--- src/rtl/pht_update_queue_pkg.sv ---
`default_nettype none
// pht_update_queue_pkg: shared types, sizes and the 2-bit counter update for the PHT update path.
// Rev 1.0
package pht_update_queue_pkg;

  localparam int PHT_QUEUE_SIZE  = 32;
  localparam int PHT_INDEX_BITS  = 10;
  localparam int PHT_ENTRY_WIDTH = 2;

  localparam logic [PHT_ENTRY_WIDTH-1:0] PHT_ENTRY_MAX  = '1;
  localparam logic [PHT_ENTRY_WIDTH-1:0] PHT_INIT_VALUE = (PHT_ENTRY_MAX >> 1) + 1'b1;

  typedef struct packed {
    logic [PHT_INDEX_BITS-1:0]  index;
    logic [PHT_ENTRY_WIDTH-1:0] value;
  } pht_update_entry_t;

  // Saturating counter step; never wraps at either end.
  function automatic logic [PHT_ENTRY_WIDTH-1:0] ctr_update(
    input logic [PHT_ENTRY_WIDTH-1:0] prev,
    input logic                       taken
  );
    if (taken) return (prev == PHT_ENTRY_MAX) ? prev : prev + 1'b1;
    else       return (prev == '0)            ? prev : prev - 1'b1;
  endfunction

endpackage
`default_nettype wire

--- src/rtl/pht_update_queue_ptr.sv ---
`default_nettype none
// pht_update_queue_ptr: wrap-bit head/tail pointers with multi-push and single pop.
// Rev 1.0
module pht_update_queue_ptr #(
  parameter int DEPTH    = 32,
  parameter int PUSH_NUM = 2
) (
  input  logic                          clk,
  input  logic                          rst,
  input  logic [$clog2(PUSH_NUM+1)-1:0] push_num,
  input  logic                          pop,
  output logic [$clog2(DEPTH)-1:0]      head_idx,
  output logic [$clog2(DEPTH)-1:0]      tail_idx,
  output logic [$clog2(DEPTH):0]        count,
  output logic                          empty
);

  localparam int AW = $clog2(DEPTH);

  // Head is the write side, tail the read side; bit AW is the wrap bit.
  logic [AW:0] head;
  logic [AW:0] tail;

  always_ff @(posedge clk) begin
    if (rst) begin
      head <= '0;
      tail <= '0;
    end else begin
      head <= head + (AW+1)'(push_num);
      if (pop) tail <= tail + 1'b1;
    end
  end

  assign head_idx = head[AW-1:0];
  assign tail_idx = tail[AW-1:0];
  assign count    = head - tail;
  assign empty    = (head == tail);

endmodule
`default_nettype wire

--- src/rtl/pht_update_queue.sv ---
`default_nettype none
// pht_update_queue: merges per-lane branch results into one PHT write per cycle, queuing the rest,
// and sweeps the PHT with the weakly-taken value while in reset.  Rev 1.0
module pht_update_queue
  import pht_update_queue_pkg::*;
#(
  parameter int LANE_NUM    = 2,
  parameter int QUEUE_DEPTH = PHT_QUEUE_SIZE,
  parameter int INDEX_BITS  = PHT_INDEX_BITS,
  parameter int CTR_BITS    = PHT_ENTRY_WIDTH
) (
  input  logic                                 clk,
  input  logic                                 rst,
  input  logic                                 rstStart,
  input  logic [LANE_NUM-1:0]                  brValid,
  input  logic [LANE_NUM-1:0][INDEX_BITS-1:0]  brIndex,
  input  logic [LANE_NUM-1:0][CTR_BITS-1:0]    brPrevValue,
  input  logic [LANE_NUM-1:0]                  brExecTaken,
  output logic                                 phtWE,
  output logic [INDEX_BITS-1:0]                phtWA,
  output logic [CTR_BITS-1:0]                  phtWV,
  output logic [$clog2(QUEUE_DEPTH):0]         queueCount,
  output logic                                 overflowDrop
);

  localparam int AW  = $clog2(QUEUE_DEPTH);
  localparam int PNW = $clog2(LANE_NUM+1);

  pht_update_entry_t                  mem [QUEUE_DEPTH];
  logic [INDEX_BITS-1:0]              sweep_idx;
  logic [LANE_NUM-1:0]                valid;
  logic [LANE_NUM-1:0][CTR_BITS-1:0]  new_val;
  logic [LANE_NUM-1:0]                push_en;
  logic [LANE_NUM-1:0][AW-1:0]        push_slot;
  logic [PNW-1:0]                     push_num;
  logic [AW:0]                        running;
  logic [AW-1:0]                      head_idx;
  logic [AW-1:0]                      tail_idx;
  logic [AW:0]                        count;
  logic                               empty;
  logic                               any_valid;
  logic                               drop;
  logic                               pop;
  pht_update_entry_t                  direct;

  assign valid = brValid & {LANE_NUM{~rst}};

  always_comb begin
    for (int l = 0; l < LANE_NUM; l++) new_val[l] = ctr_update(brPrevValue[l], brExecTaken[l]);
  end

  // Lowest valid lane owns the direct write; same-index lanes fold into it, the rest queue
  // in lane order, each checked against the count including earlier pushes this cycle.
  always_comb begin
    any_valid = 1'b0;
    direct    = '0;
    push_en   = '0;
    push_slot = '0;
    push_num  = '0;
    drop      = 1'b0;
    running   = count;
    for (int l = 0; l < LANE_NUM; l++) begin
      if (valid[l]) begin
        if (!any_valid) begin
          any_valid    = 1'b1;
          direct.index = brIndex[l];
          direct.value = new_val[l];
        end else if (brIndex[l] == direct.index) begin
          direct.value = new_val[l];
        end else if (running < (AW+1)'(QUEUE_DEPTH)) begin
          push_en[l]   = 1'b1;
          push_slot[l] = head_idx + AW'(push_num);
          push_num     = push_num + 1'b1;
          running      = running + 1'b1;
        end else begin
          drop = 1'b1;
        end
      end
    end
  end

  assign pop = ~rst & ~any_valid & ~empty;

  pht_update_queue_ptr #(
    .DEPTH    (QUEUE_DEPTH),
    .PUSH_NUM (LANE_NUM)
  ) u_ptr (
    .clk      (clk),
    .rst      (rst),
    .push_num (push_num),
    .pop      (pop),
    .head_idx (head_idx),
    .tail_idx (tail_idx),
    .count    (count),
    .empty    (empty)
  );

  always_ff @(posedge clk) begin
    for (int l = 0; l < LANE_NUM; l++) begin
      if (push_en[l]) mem[push_slot[l]] <= '{index: brIndex[l], value: new_val[l]};
    end
  end

  always_ff @(posedge clk) begin
    if (rstStart)  sweep_idx <= '0;
    else if (rst)  sweep_idx <= sweep_idx + 1'b1;
  end

  always_comb begin
    phtWE = 1'b0;
    phtWA = '0;
    phtWV = '0;
    if (rst) begin
      phtWE = 1'b1;
      phtWA = sweep_idx;
      phtWV = PHT_INIT_VALUE;
    end else if (any_valid) begin
      phtWE = 1'b1;
      phtWA = direct.index;
      phtWV = direct.value;
    end else if (!empty) begin
      phtWE = 1'b1;
      phtWA = mem[tail_idx].index;
      phtWV = mem[tail_idx].value;
    end
  end

  assign queueCount   = rst ? '0 : count;
  assign overflowDrop = drop;

endmodule
`default_nettype wire

--- config.mk ---
export PLATFORM = sky130hd
export DESIGN_NAME = pht_update_queue
export DESIGN_NICKNAME = d
export VERILOG_FILES = /design/src/rtl/pht_update_queue_pkg.sv /design/src/rtl/pht_update_queue_ptr.sv /design/src/rtl/pht_update_queue.sv
export SDC_FILE = /design/constraint.sdc
export NUM_CORES = 1
export LEC_CHECK = 0
export ABC_AREA = 0
export BUFFER_PORTS_ARGS = -buffer_cell sky130_fd_sc_hd__buf_4
export CAP_MARGIN = 40
export CORE_MARGIN = 2
export CORE_UTILIZATION = 55
export CTS_CLUSTER_DIAMETER = 50
export CTS_CLUSTER_SIZE = 30
export DETAILED_ROUTE_END_ITERATION = 10
export GPL_TIMING_DRIVEN = 0
export PLACE_DENSITY = 0.81
export SETUP_SLACK_MARGIN = 0.5
export SLEW_MARGIN = 5
export SYNTH_ARGS = -nofsm -noshare
export SYNTH_HDL_FRONTEND = slang
export SYNTH_HIERARCHICAL = 1
export SYNTH_SLANG_ARGS = --single-unit
export TNS_END_PERCENT = 100
--- constraint.sdc ---
create_clock -name clk -period 4.1 [get_ports clk]
set_input_delay 0.41 -clock clk [delete_from_list [all_inputs] [get_ports clk]]
set_output_delay 0.41 -clock clk [all_outputs]
set_load 0.005 [all_outputs]
Word level (Yosys, flattened, before mapping)
Memories as Yosys holds them, arrays and structs flattened. A register that Yosys moved wholly into a read port is not among the register bits.
Cells that the tools add are included.
{"block": "totals", "reg_bits": 22, "latch_bits": 0, "ramBits": 384, "romBits": 0, "input_bits": 31, "output_inout_bits": 20, "elab_cells": 68, "n_memories": 1}
{"memory": "mem", "words": 32, "width": 12, "rd": 1, "rd_ports_with_merged_regs": 1, "write_ports": 1, "line": "pht_update_queue.sv:29", "rtl": "pht_update_entry_t mem [QUEUE_DEPTH];"}
{"block": "op_classes", "add_sub_neg": 8, "n_mul": 0, "div": 0, "order_cmp": 1, "eq_ne": 4, "shift": 0, "n_mux": 43, "bitwise": 6, "n_reduce_logical": 2}
{"cell": "2-to-1 mux 10 bit", "n": 4}
{"cell": "2-to-1 mux 5 bit", "n": 6}
{"cell": "2-to-1 mux 12 bit", "n": 2}
{"cell": "2-to-1 mux 2 bit", "n": 11}
{"cell": "2-to-1 mux 1 bit", "n": 19}
{"cell": "adder 10 x 1 -> 10 bit, second input constant", "n": 1}
{"cell": "equality test 10 bit", "n": 1}
{"cell": "adder 6 x 1 -> 6 bit", "n": 1}
{"cell": "adder 6 x 1 -> 6 bit, second input constant", "n": 1}
{"cell": "equality test 6 bit", "n": 1}
{"cell": "less-than comparator 6 bit, second input constant", "n": 1}
{"cell": "2-to-1 mux 6 bit", "n": 1}
{"cell": "subtractor 6 bit", "n": 1}
{"cell": "adder 2 x 1 -> 2 bit, second input constant", "n": 2}
{"cell": "equality test 2 bit, second input constant", "n": 2}
{"cell": "logical NOT 2 bit", "n": 2}
{"cell": "subtractor 2 x 1 -> 2 bit, second input constant", "n": 2}
{"cell": "NOT 1 bit", "n": 3}
{"cell": "bitwise AND 1 bit", "n": 2}
{"cell": "bitwise AND 2 bit", "n": 1}

Logic depth before layout (Yosys ltp)
Gate-level depths: netlist of the first run.
{"block": "logic_depth", "ltp_word": 10, "mapped_depth": 14, "depth_no_buf": 13}

Hierarchy
Netlist of the first run, hierarchy kept.
{"module": "pht_update_queue", "instances": 1, "cells_per_inst": 815, "area_per_inst_um2": 16049.1, "seq_area_each_um2": 11731.3}
{"module": "pht_update_queue_ptr", "instances": 1, "cells_per_inst": 90, "area_per_inst_um2": 808.3, "seq_area_each_um2": 240.2}

Worst setup path after synthesis of the first run
Ideal clock, no wire load.
{"block": "synth_timing", "path_kind": "register to register", "from": "register u_ptr.tail[1]", "to": "memory mem[11][0] in the netlist's numbering (enable)", "setup_ns": 0.396, "t_arrival_ns": 2.777, "required_time_ns": 3.704, "setup_slack_ns": 0.927, "path_stages_with_launch": 10, "n_path_buf": 1, "period_less_slack_ns": 3.173, "cell_sequence": "dfxtp_1 inv_1 ha_1 nor2b_4 o31a_1 a31oi_1 o311ai_1 nand4b_2 buf_4 nor3_1"}
{"block": "synth_between", "elab_chain_len": 8, "word_cells_on_any_way": 12, "classes_between": "add/sub: 1; order compare: 1; mux: 10"}
{"element": "start, declared", "line": "pht_update_queue_ptr.sv:22", "rtl": "logic [AW:0] tail;"}
{"element": "start signal, assigned", "line": "pht_update_queue_ptr.sv:30", "rtl": "if (pop) tail <= tail + 1'b1;"}
{"element": "subtractor 6 bit *", "line": "pht_update_queue_ptr.sv:36", "rtl": "assign count = head - tail;"}
{"element": "via count[5]", "line": "pht_update_queue.sv:39", "rtl": "logic [AW:0] count;"}
{"element": "less-than comparator 6 bit *", "line": "pht_update_queue.sv:70", "rtl": "end else if (running < (AW+1)'(QUEUE_DEPTH)) begin"}
{"element": "2-to-1 mux 1 bit", "line": "pht_update_queue.sv:70"}
{"element": "2-to-1 mux 1 bit", "line": "pht_update_queue.sv:68", "rtl": "end else if (brIndex[l] == direct.index) begin"}
{"element": "2-to-1 mux 1 bit", "line": "pht_update_queue.sv:64", "rtl": "if (!any_valid) begin"}
{"element": "2-to-1 mux 1 bit", "line": "pht_update_queue.sv:63", "rtl": "if (valid[l]) begin"}
{"element": "2-to-1 mux 1 bit", "line": "pht_update_queue.sv:100", "rtl": "if (push_en[l]) mem[push_slot[l]] <= '{index: brIndex[l], value: new_val[l]};"}
{"element": "2-to-1 mux 1 bit (not written as such)", "line": "pht_update_queue.sv:100"}
{"element": "end, declared", "line": "pht_update_queue.sv:29"}
Mark *: on every way through the listed nets, which the timed path passes. The rest lies on a longest branch.

Final worst setup path of the first run
{"block": "layout_timing", "from": "register u_ptr.tail[0]", "to": "output phtWV[1]"}
{"block": "layout_between", "elab_chain_len": 4}
{"element": "equality test 6 bit", "line": "pht_update_queue_ptr.sv:37", "rtl": "assign empty = (head == tail);"}
{"element": "2-to-1 mux 2 bit", "line": "pht_update_queue.sv:121", "rtl": "end else if (!empty) begin"}
{"element": "2-to-1 mux 2 bit", "line": "pht_update_queue.sv:117", "rtl": "end else if (any_valid) begin"}
{"element": "2-to-1 mux 2 bit", "line": "pht_update_queue.sv:113", "rtl": "if (rst) begin"}
{"element": "end, declared", "line": "pht_update_queue.sv:21", "rtl": "output logic [CTR_BITS-1:0] phtWV,"}
Every way passes these cells.

==> out/metrics.yaml, run 1 <==
layout-drive-gt1-share: 0.344
numPortBuffers: 49
cts.clk_slew.worst_paths_ns: 0.08
max_slew_margin: 0.435
clock-sinks: 406
synthToLayoutAreaGrowth_pct: 16.3
hold_start: "rst"
crit_path_end_kind: "output pin"
synth_area_leaders: "edfxtp_1 (68%), mux4_2 (13%), dfxtp_1 (2.6%), mux2i_1 (2.1%), buf_4 (1.2%)"
crit_buf_inv: 5
row_count: 64
drt_iter0_drc: 1586
wl_met3_mm: 4.46
max_freq_ghz: 0.273
grt_pass1_vias: 9527
crit_arrival_ns: 3.25
crit_fanout: 10
fin_ws_ns: 0.438
outcome: "completed"
die_h_um: 179
synth_cell_type_count: 58
p_per_area_nw_per_um2: 417
cts_tree: "yes"
cap_violations: 0
crit_start: "u_ptr/tail[0]$_SDFFE_PP0P_"
max_slew.worst_pin.slew_ns: 0.848
leakagePower_nw: 6.10
wire_per_inst_um: 28.2
avgViaCountPerCell: 6.50
place_ws_ns: 0.465
nFillCells: 1929
fin_crit_ns: 3.66
slew_viol_final: 0
ant_nets: 0
wl_met1_mm: 14.8
clock_latency_ns: 0.59
mappedNetlistArea_um2: 16900
place_hpwl_mm: 27.3
nNetsFinal: 1066
core-area_um2: 30300
worstHoldPathType: "input pin to flop"
gp_congestion: 0.975
clk_path_buf_depth: 3
overflow: 0
ys_seq_area_frac: 0.710
post_synth.cell_area_avg_um2: 18.6
rsz0062_at_grt: "true"
via_count: 9391
rr_startpoint: "u_ptr/tail[2]$_SDFFE_PP0P_"
critPathKind: "flop to output pin"
ioPinCount: 51
top_layer: "met4"
synth_common_cells: "edfxtp_1 (384), mux4_2 (99), nor2_1 (50)"
grt_max_degree: 37
post-route-cell-area_um2: 19600
hold_buffers: 0
hold_viol: 0
yosys.area.top_type: "edfxtp_1"
synth_top_area_share: 0.684
critical_path.slowest_cell: "mux4_2"
area.sequential_um2: 12000
grtUsageTotal: 0.262
synthCells: 905
synth_edf_count: 384
crit_path_start_kind: "flop"
antenna_found_initial: 2
utilization: 0.646
synthFlopType: "edfxtp_1"
grt_pass1_wl_mm: 60.0
htreeDepth: 1
path_cells: "buf_4 -> buf_6 -> buf_8 -> buf_8 -> mux4_2 -> mux2i_2 -> mux2i_1 -> o2111ai_2 -> nand4_1 -> buf_4"
ys_warn_count: 6
cts_root_buffer: "clkbuf_16"
min_period_over_period: 0.893
cts_buffers: 30
multi_input_area_um2: 4780
die_x_um: 179
wirelength_mm: 40.8
wl_met2_mm: 19.7
dieArea_um2: 32100
yosysMostFrequentCell: "edfxtp_1"
drc: 0
placed_area_um2: 18300
dp_cells: 1386
crit_family: "multiplexers"
postSynth.asyncResetShare: 0
postSynthRegisterBits: 406
irDropWorstVdd_v: 0.000426
setup_viol: 0
finalHoldWorstSlack_ns: 0.0350
layout.cells.non_filler: 1445
first_pass_iters: 6
critPathRequiredTime_ns: 3.69
cp_slowest_stage_delay_ns: 0.54
start_util: 0.555
skew_ns: 0.0224
final timing paths:
kind | end | slack (ns) | depth (start not counted)
hold reg to reg | sweep_idx[7]$_SDFFE_PP0P_ | 0.50 | 2
setup reg to reg | u_ptr/head[4]$_SDFF_PP0_ | 0.66 | 14
hold / removal | u_ptr/head[1]$_SDFF_PP0_ | 0.04 | 2
setup / recovery | phtWV[1] | 0.44 | 10
routing by layer:
layer | up-vias | track usage
met1 | 4735 | 0.342
met3 | 138 | 0.0602
met4 | 0 | 0.103
li1 | 3901 | -
met5 | - | 0
met2 | 617 | 0.429
cells by family after synthesis:
family,after synthesis,synth area share
flip-flops,406,0.710
AND/OR/NAND/NOR,154,0.0474
multiplexers,144,0.160
AO/OA/AOI/OAI,82,0.0345
buffers and inverters,82,0.0258
XOR/XNOR,22,0.0114
adder cells (fa/ha/maj),14,0.0108
other,1,0.000222
timing repair:
item                       4_1_cts  5_1_grt
hold endpoints to repair         0        0
gates resized for setup         41       22
setup endpoints to repair       17       74
pin swaps                        0        4
buffers inserted                 0        2
through the flow:
step | power [mW] | setup TNS, ns
floorplan | 4.89 | 0
global placement | 5.07 | -35.08
detailed placement | 5.10 | 0
CTS | 8.19 | 0
global route | 8.40 | 0
finish | 8.19 | 0
layout by cell type, fill, tap and decap left out, types with 15 or more instances in the layout:
cell type,n
edfxtp_1,384
mux4_2,99
buf_4,84
nor2_1,50
clkbuf_16,33
nor3_2,31
buf_6,29
mux2i_1,28
inv_1,23
a21oi_1,20
dfxtp_1,20
xnor2_1,19
clkbuf_1,15
nor2b_1,15
flip-flops by register name, summed over array words and instances (netlist names):
name,cells
u_ptr/head,6
u_ptr/tail,6
sweep_idx,10
mem,384
layout make-up:
class	instances	area share
Clock buffer	37	0.0434
Buffer	59	0.0225
Antenna cell	1	0.000128
Tap cell	396	0.0253
Sequential cell	406	0.611
Inverter	23	0.00440
Clock inverter	19	0.0108
Multi-Input combinational cell	418	0.244
Timing Repair Buffer	86	0.0389
power by group:
| group | total [mW] | internal (mW) | switching, mW |
|---|---|---|---|
| combinational | 0.494 | 0.202 | 0.293 |
| clock | 3.14 | 1.61 | 1.53 |
| sequential | 4.55 | 4.54 | 0.00950 |
(Power assumes the default switching activity.)
==> inputs of run 2 (changes only) <==
--- a/config.mk
+++ b/config.mk
@@ -15,7 +15,9 @@
 export DETAILED_ROUTE_END_ITERATION = 10
 export GPL_TIMING_DRIVEN = 0
 export PLACE_DENSITY = 0.81
+export REMOVE_ABC_BUFFERS = 1
 export SETUP_SLACK_MARGIN = 0.5
+export SKIP_LAST_GASP = 1
 export SLEW_MARGIN = 5
 export SYNTH_ARGS = -nofsm -noshare
 export SYNTH_HDL_FRONTEND = slang
==> run 2 against run 1 <==
Effect of this change:
- combinational power is 4.7% lower
- sequential share of layout area is 0.14 points higher
- maximum frequency is 1.7% higher
- die area stayed put
- first-iteration DRC count is 16% lower
- global-route usage is 0.85 points lower
- non-clock buffer count is 39 lower
- critical path depth is 1 higher
- clock skew is 0.0049 ns higher
- largest cell class unchanged
- largest power group unchanged
==> out/metrics.yaml, run 2 (same netlist as run 1, synthesis figures left out) <==
outcome: "completed"
nNetsFinal: 1031
min_period_over_period: 0.879
cap_violations: 0
grt_pass1_wl_mm: 57.8
die_h_um: 179
grt_pass1_vias: 9383
irDropWorstVdd_v: 0.000356
post-route-cell-area_um2: 19600
largest_register_ffs: 384
grt_max_degree: 48
critPathKind: "flop to flop"
htreeDepth: 2
wire_per_inst_um: 27.9
ant_nets: 0
skew_ns: 0.0274
totalPowerFinal_mw: 8.38
core-area_um2: 30300
fin_crit_ns: 3.60
mostFrequentLayoutCells: "edfxtp_1 (384), mux4_2 (99), buf_4 (67)"
dp_cells: 1334
critPathRequiredTime_ns: 4.33
antenna_cells: 0
rsz0062_at_grt: "true"
crit_path_end_kind: "flop"
cts_buffers: 34
r2r_cells: 11
first_pass_iters: 8
max_slew_margin: 0.346
crit_arrival_ns: 3.83
synthToLayoutAreaGrowth_pct: 16.2
drc: 0
crit_path_start_kind: "flop"
overflow: 0
hold_viol: 0
place_hpwl_mm: 23.6
crit_fanout: 20
hold_buffers: 0
start_util: 0.555
leakagePower_nw: 6.16
max_slew.worst_pin.slew_ns: 0.980
cts_tree: "yes"
antenna_found_initial: 0
layout-drive-gt1-share: 0.320
cp_common_cell: "buf_4"
utilization: 0.645
grtUsageTotal: 0.253
clock-sinks: 406
placed_area_um2: 18100
layout.cells.non_filler: 1410
critical_path.slowest_cell: "dfxtp_2"
worstHoldPathType: "input pin to flop"
clk_path_buf_depth: 3
layout_commonest_cell: "edfxtp_1"
max_freq_ghz: 0.278
hold_depth: 2
clock_latency_ns: 0.53
setup_viol: 0
numPortBuffers: 50
gp_congestion: 0.873
die_x_um: 179
drt_iter0_drc: 1330
p_per_area_nw_per_um2: 428
slew_viol_final: 0
via_count: 9309
avgViaCountPerCell: 6.60
dieArea_um2: 32100
cp_slowest_stage_delay_ns: 0.63
row_count: 64
path_cells: "inv_1 -> ha_1 -> o21a_1 -> o31a_1 -> a31oi_1 -> o311ai_2 -> nand4b_4 -> buf_4 -> buf_16 -> nor3_2 -> buf_4"
cts_root_buffer: "clkbuf_16"
cts.clk_slew.worst_paths_ns: 0.08
wirelength_mm: 39.3
ioPinCount: 51
[run 2: changes by cell type in the layout (fill, tap and decap cells not counted), sizes merged]
| cell | before | now |
|---|---|---|
| diode | 1 | 0 |
| clkinvlp | 0 | 1 |
| inv | 33 | 35 |
| bufbuf | 0 | 2 |
| clkinv | 8 | 11 |
| clkbuf | 50 | 36 |
| buf | 131 | 104 |
| clkdlybuf4s18 | 1 | 0 |
[run 2: layout make-up]
| class | count | area (µm²) |
|---|---|---|
| Clock buffer | 36 | 880 |
| Tap cell | 396 | 495 |
| Fill cell | 1918 | 10800 |
| Multi-Input combinational cell | 418 | 4730 |
| Clock inverter | 25 | 298 |
| Timing Repair Buffer | 106 | 1110 |
| Inverter | 23 | 86.3 |
| Sequential cell | 406 | 12000 |
[run 2: layer usage]
layer / global-route usage / wire length, µm / vias up / part of all wire
li1: - / - / 3839 / -
met1: 0.326 / 14100 / 4708 / 0.36
met2: 0.418 / 19300 / 615 / 0.49
met3: 0.0543 / 4100 / 147 / 0.10
met4: 0.111 / 1830 / 0 / 0.046
met5: 0 / 0 / - / 0
[run 2: metrics by stage]
step	hold WS (ns)	setup WS (ns)	TNS, ns
global route	0.139	0.453	0
CTS	0.121	0.503	0
detailed placement	0.494	-0.661	-129.57
finish	0.127	0.497	0
floorplan	0.452	-2.99	-1203.15
global placement	0.470	-5.65	-2237.52
[run 2: worst paths after layout]
kind                                            startpoint                         to  slack, ns
worst min register to register   sweep_idx[7]$_SDFFE_PP0P_  sweep_idx[7]$_SDFFE_PP0P_       0.51
worst min-delay path                              rstStart  sweep_idx[2]$_SDFFE_PP0P_       0.13
worst max register to register  u_ptr/tail[3]$_SDFFE_PP0P_       mem[19][3]$_DFFE_PP_       0.50
worst max-delay path            u_ptr/tail[3]$_SDFFE_PP0P_       mem[19][3]$_DFFE_PP_       0.50
[run 2: critical path: cells and delay by family (launching register included)]
family | cells | cell delay [ns]
simple gates | 2 | 0.75
buf+inv | 4 | 0.87
fa+ha+maj | 1 | 0.35
compound gates | 4 | 0.71
flops | 1 | 0.63
[run 2: where the power goes]
group          leakage, nW  total, mW  switching, mW  internal [mW]
logic                 1.95      0.471          0.279          0.192
clock network        0.574       3.35           1.62           1.73
registers             3.63       4.55         0.0138           4.54
total                 6.16       8.38           1.91           6.47
[run 2: timing repair]
item                       CTS  global route
gates cloned                 2             0
setup endpoints to repair  405            18
resized for setup           18             4
setup buffers               12             1
==> inputs of run 3 (changes only) <==
--- a/config.mk
+++ b/config.mk
@@ -21,6 +21,5 @@
 export SLEW_MARGIN = 5
 export SYNTH_ARGS = -nofsm -noshare
 export SYNTH_HDL_FRONTEND = slang
-export SYNTH_HIERARCHICAL = 1
 export SYNTH_SLANG_ARGS = --single-unit
 export TNS_END_PERCENT = 100
==> run 3 against run 2 <==
Effect of this change:
- utilization is 0.11 points higher
- via count increased by 5.1%
- sequential cell count is 5 higher
- total power grew 12%
- sequential share of layout area grew 0.23 points
- critical path type is now flop to output pin
- highest routed layer unchanged
==> out/metrics.yaml, run 3 <==
outcome: "completed"
synth_top_area_share: 0.682
synthCells: 942
via_count: 9785
numPortBuffers: 50
skew_ns: 0.0159
crit_fanout: 32
rsz0062_at_grt: "true"
hold_depth: 2
r2r_cells: 9
cap_violations: 0
critPathRequiredTime_ns: 3.69
layout_commonest_cell: "edfxtp_1"
max_freq_ghz: 0.280
crit_family: "multiplexers"
drc: 0
synth_area_leaders: "edfxtp_1 (68%), mux4_2 (11%), dfxtp_1 (3.2%), mux2i_1 (2.2%), a221oi_1 (1.0%)"
antenna_cells: 0
place_hpwl_mm: 24.5
hold_viol: 0
yosysMostFrequentCell: "edfxtp_1"
crit_buf_inv: 2
max_slew.worst_pin.slew_ns: 0.926
worstHoldPathType: "input pin to flop"
overflow: 0
critical_path.slowest_cell: "mux4_2"
critPathKind: "flop to output pin"
layout-drive-gt1-share: 0.305
totalPowerFinal_mw: 9.35
nNetsFinal: 1083
p_per_area_nw_per_um2: 475
hold_buffers: 0
yosys.area.top_type: "edfxtp_1"
rr_startpoint: "u_ptr.tail[1]$_SDFFE_PP0P_"
crit_arrival_ns: 3.16
cp_slowest_stage_delay_ns: 0.55
synth_common_cells: "edfxtp_1 (384), mux4_2 (85), nor2_1 (46)"
ys_warn_count: 0
die_x_um: 179
setup_viol: 0
htreeDepth: 1
start_util: 0.556
clock-sinks: 411
min_period_over_period: 0.870
drt_iter0_drc: 1388
wire_per_inst_um: 28.4
clk_path_buf_depth: 3
hold_start: "rstStart"
ant_nets: 0
post_synth.cell_area_avg_um2: 17.9
core-area_um2: 30400
dp_cells: 1380
die_h_um: 179
rrSetupSlack_ns: 0.58
ys_seq_area_frac: 0.714
dieArea_um2: 32200
synthFlopType: "edfxtp_1"
largest_register_ffs: 384
synth_edf_count: 384
cts_buffers: 29
grtUsageTotal: 0.257
first_pass_iters: 5
grt_max_degree: 53
synthToLayoutAreaGrowth_pct: 16.3
wirelength_mm: 41.5
crit_path_end_kind: "output pin"
mappedNetlistArea_um2: 16900
grt_pass1_vias: 9487
slew_viol_final: 0
postSynth.asyncResetShare: 0
grt_pass1_wl_mm: 59.7
postSynthRegisterBits: 411
crit_path_start_kind: "flop"
cts_root_buffer: "clkbuf_16"
mostFrequentLayoutCells: "edfxtp_1 (384), buf_4 (90), mux4_2 (85)"
antenna_found_initial: 0
r2r-end: "mem[18][10]$_DFFE_PP_"
fin_crit_ns: 3.57
row_count: 64
avgViaCountPerCell: 6.70
cts.clk_slew.worst_paths_ns: 0.08
path_cells: "buf_16 -> mux4_2 -> mux2_2 -> and3_1 -> or4_1 -> o221ai_2 -> nor3_2 -> buf_4"
max_slew_margin: 0.377
irDropWorstVdd_v: 0.000403
gp_congestion: 0.851
layout.cells.non_filler: 1460
ioPinCount: 51
synth_cell_type_count: 64
leakagePower_nw: 6.19
clock_latency_ns: 0.57
holdPathEnd: "sweep_idx[8]$_SDFFE_PP0P_"
finalHoldWorstSlack_ns: 0.0907
cts_tree: "yes"
## run 3: cells by family (layout without fill, tap and decap cells)
group | Yosys count | after routing | synth area share
flip-flops | 411 | 411 | 0.714
AND/OR/NAND/NOR | 187 | 187 | 0.0589
multiplexers | 125 | 125 | 0.137
AO/OA/AOI/OAI | 119 | 119 | 0.0507
buffers and inverters | 69 | 191 | 0.0207
XOR/XNOR | 21 | 21 | 0.0109
adder cells (fa/ha/maj) | 10 | 10 | 0.00784
## run 3: worst register-to-register path, cell delays in order (launching register included)
cell	delay [ns]
dfxtp_1	0.41
inv_1	0.08
ha_1	0.29
nor2b_1	0.14
o21a_1	0.19
o2111a_1	0.27
a211oi_4	0.41
nand3_4	0.37
nor3_2	0.75
buf_4	0.31
## run 3: area by class of cell
| type | count | area, µm² |
|---|---|---|
| clock inverter | 23 | 304 |
| inverter | 17 | 67.6 |
| fill | 1946 | 10800 |
| clock buffer | 30 | 729 |
| tap | 396 | 495 |
| sequential | 411 | 12100 |
| multi-input combinational | 462 | 4780 |
| timing repair buffer | 121 | 1210 |
## run 3: worst max path at each step
stage                           endpoint  slack (ns)  cells after the start
floorplan                       phtWV[0]       -2.24                      6
global placement                phtWV[0]       -4.17                      7
detailed placement  mem[20][2]$_DFFE_PP_        0.30                      9
CTS                 mem[22][6]$_DFFE_PP_        0.48                      9
global route                    phtWV[1]        0.46                      8
finish                          phtWV[0]        0.53                      8
## run 3: power breakdown
group	switching (mW)	internal, mW	total [mW]
Clock	1.56	1.52	3.08
Combinational	0.836	0.798	1.63
Sequential	0.0302	4.60	4.63
Total	2.42	6.92	9.35
## run 3: metrics by stage
step	setup slack, ns	cell area, µm²	util	setup TNS (ns)
6_report	0.531	19700	0.646	0
5_1_grt	0.461	19700	0.646	0
4_1_cts	0.478	19400	0.639	0
3_5_place_dp	0.304	18200	0.597	0
3_3_place_gp	-4.17	17500	0.575	-146.60
2_1_floorplan	-2.24	16600	-	-24.49
## run 3: timing repair
item | 4_1_cts | 5_1_grt
setup endpoints to repair | 51 | 220
gates cloned | 2 | 1
setup buffers | 9 | 15
resized for setup | 8 | 20
pin swaps | 0 | 3
## run 3: per-layer routing
metal | share of wire | vias to the layer above | track usage
li1 | - | 4046 | -
met1 | 0.36 | 5009 | 0.335
met2 | 0.51 | 599 | 0.439
met3 | 0.088 | 131 | 0.0424
met4 | 0.044 | 0 | 0.0927
met5 | 0 | - | 0
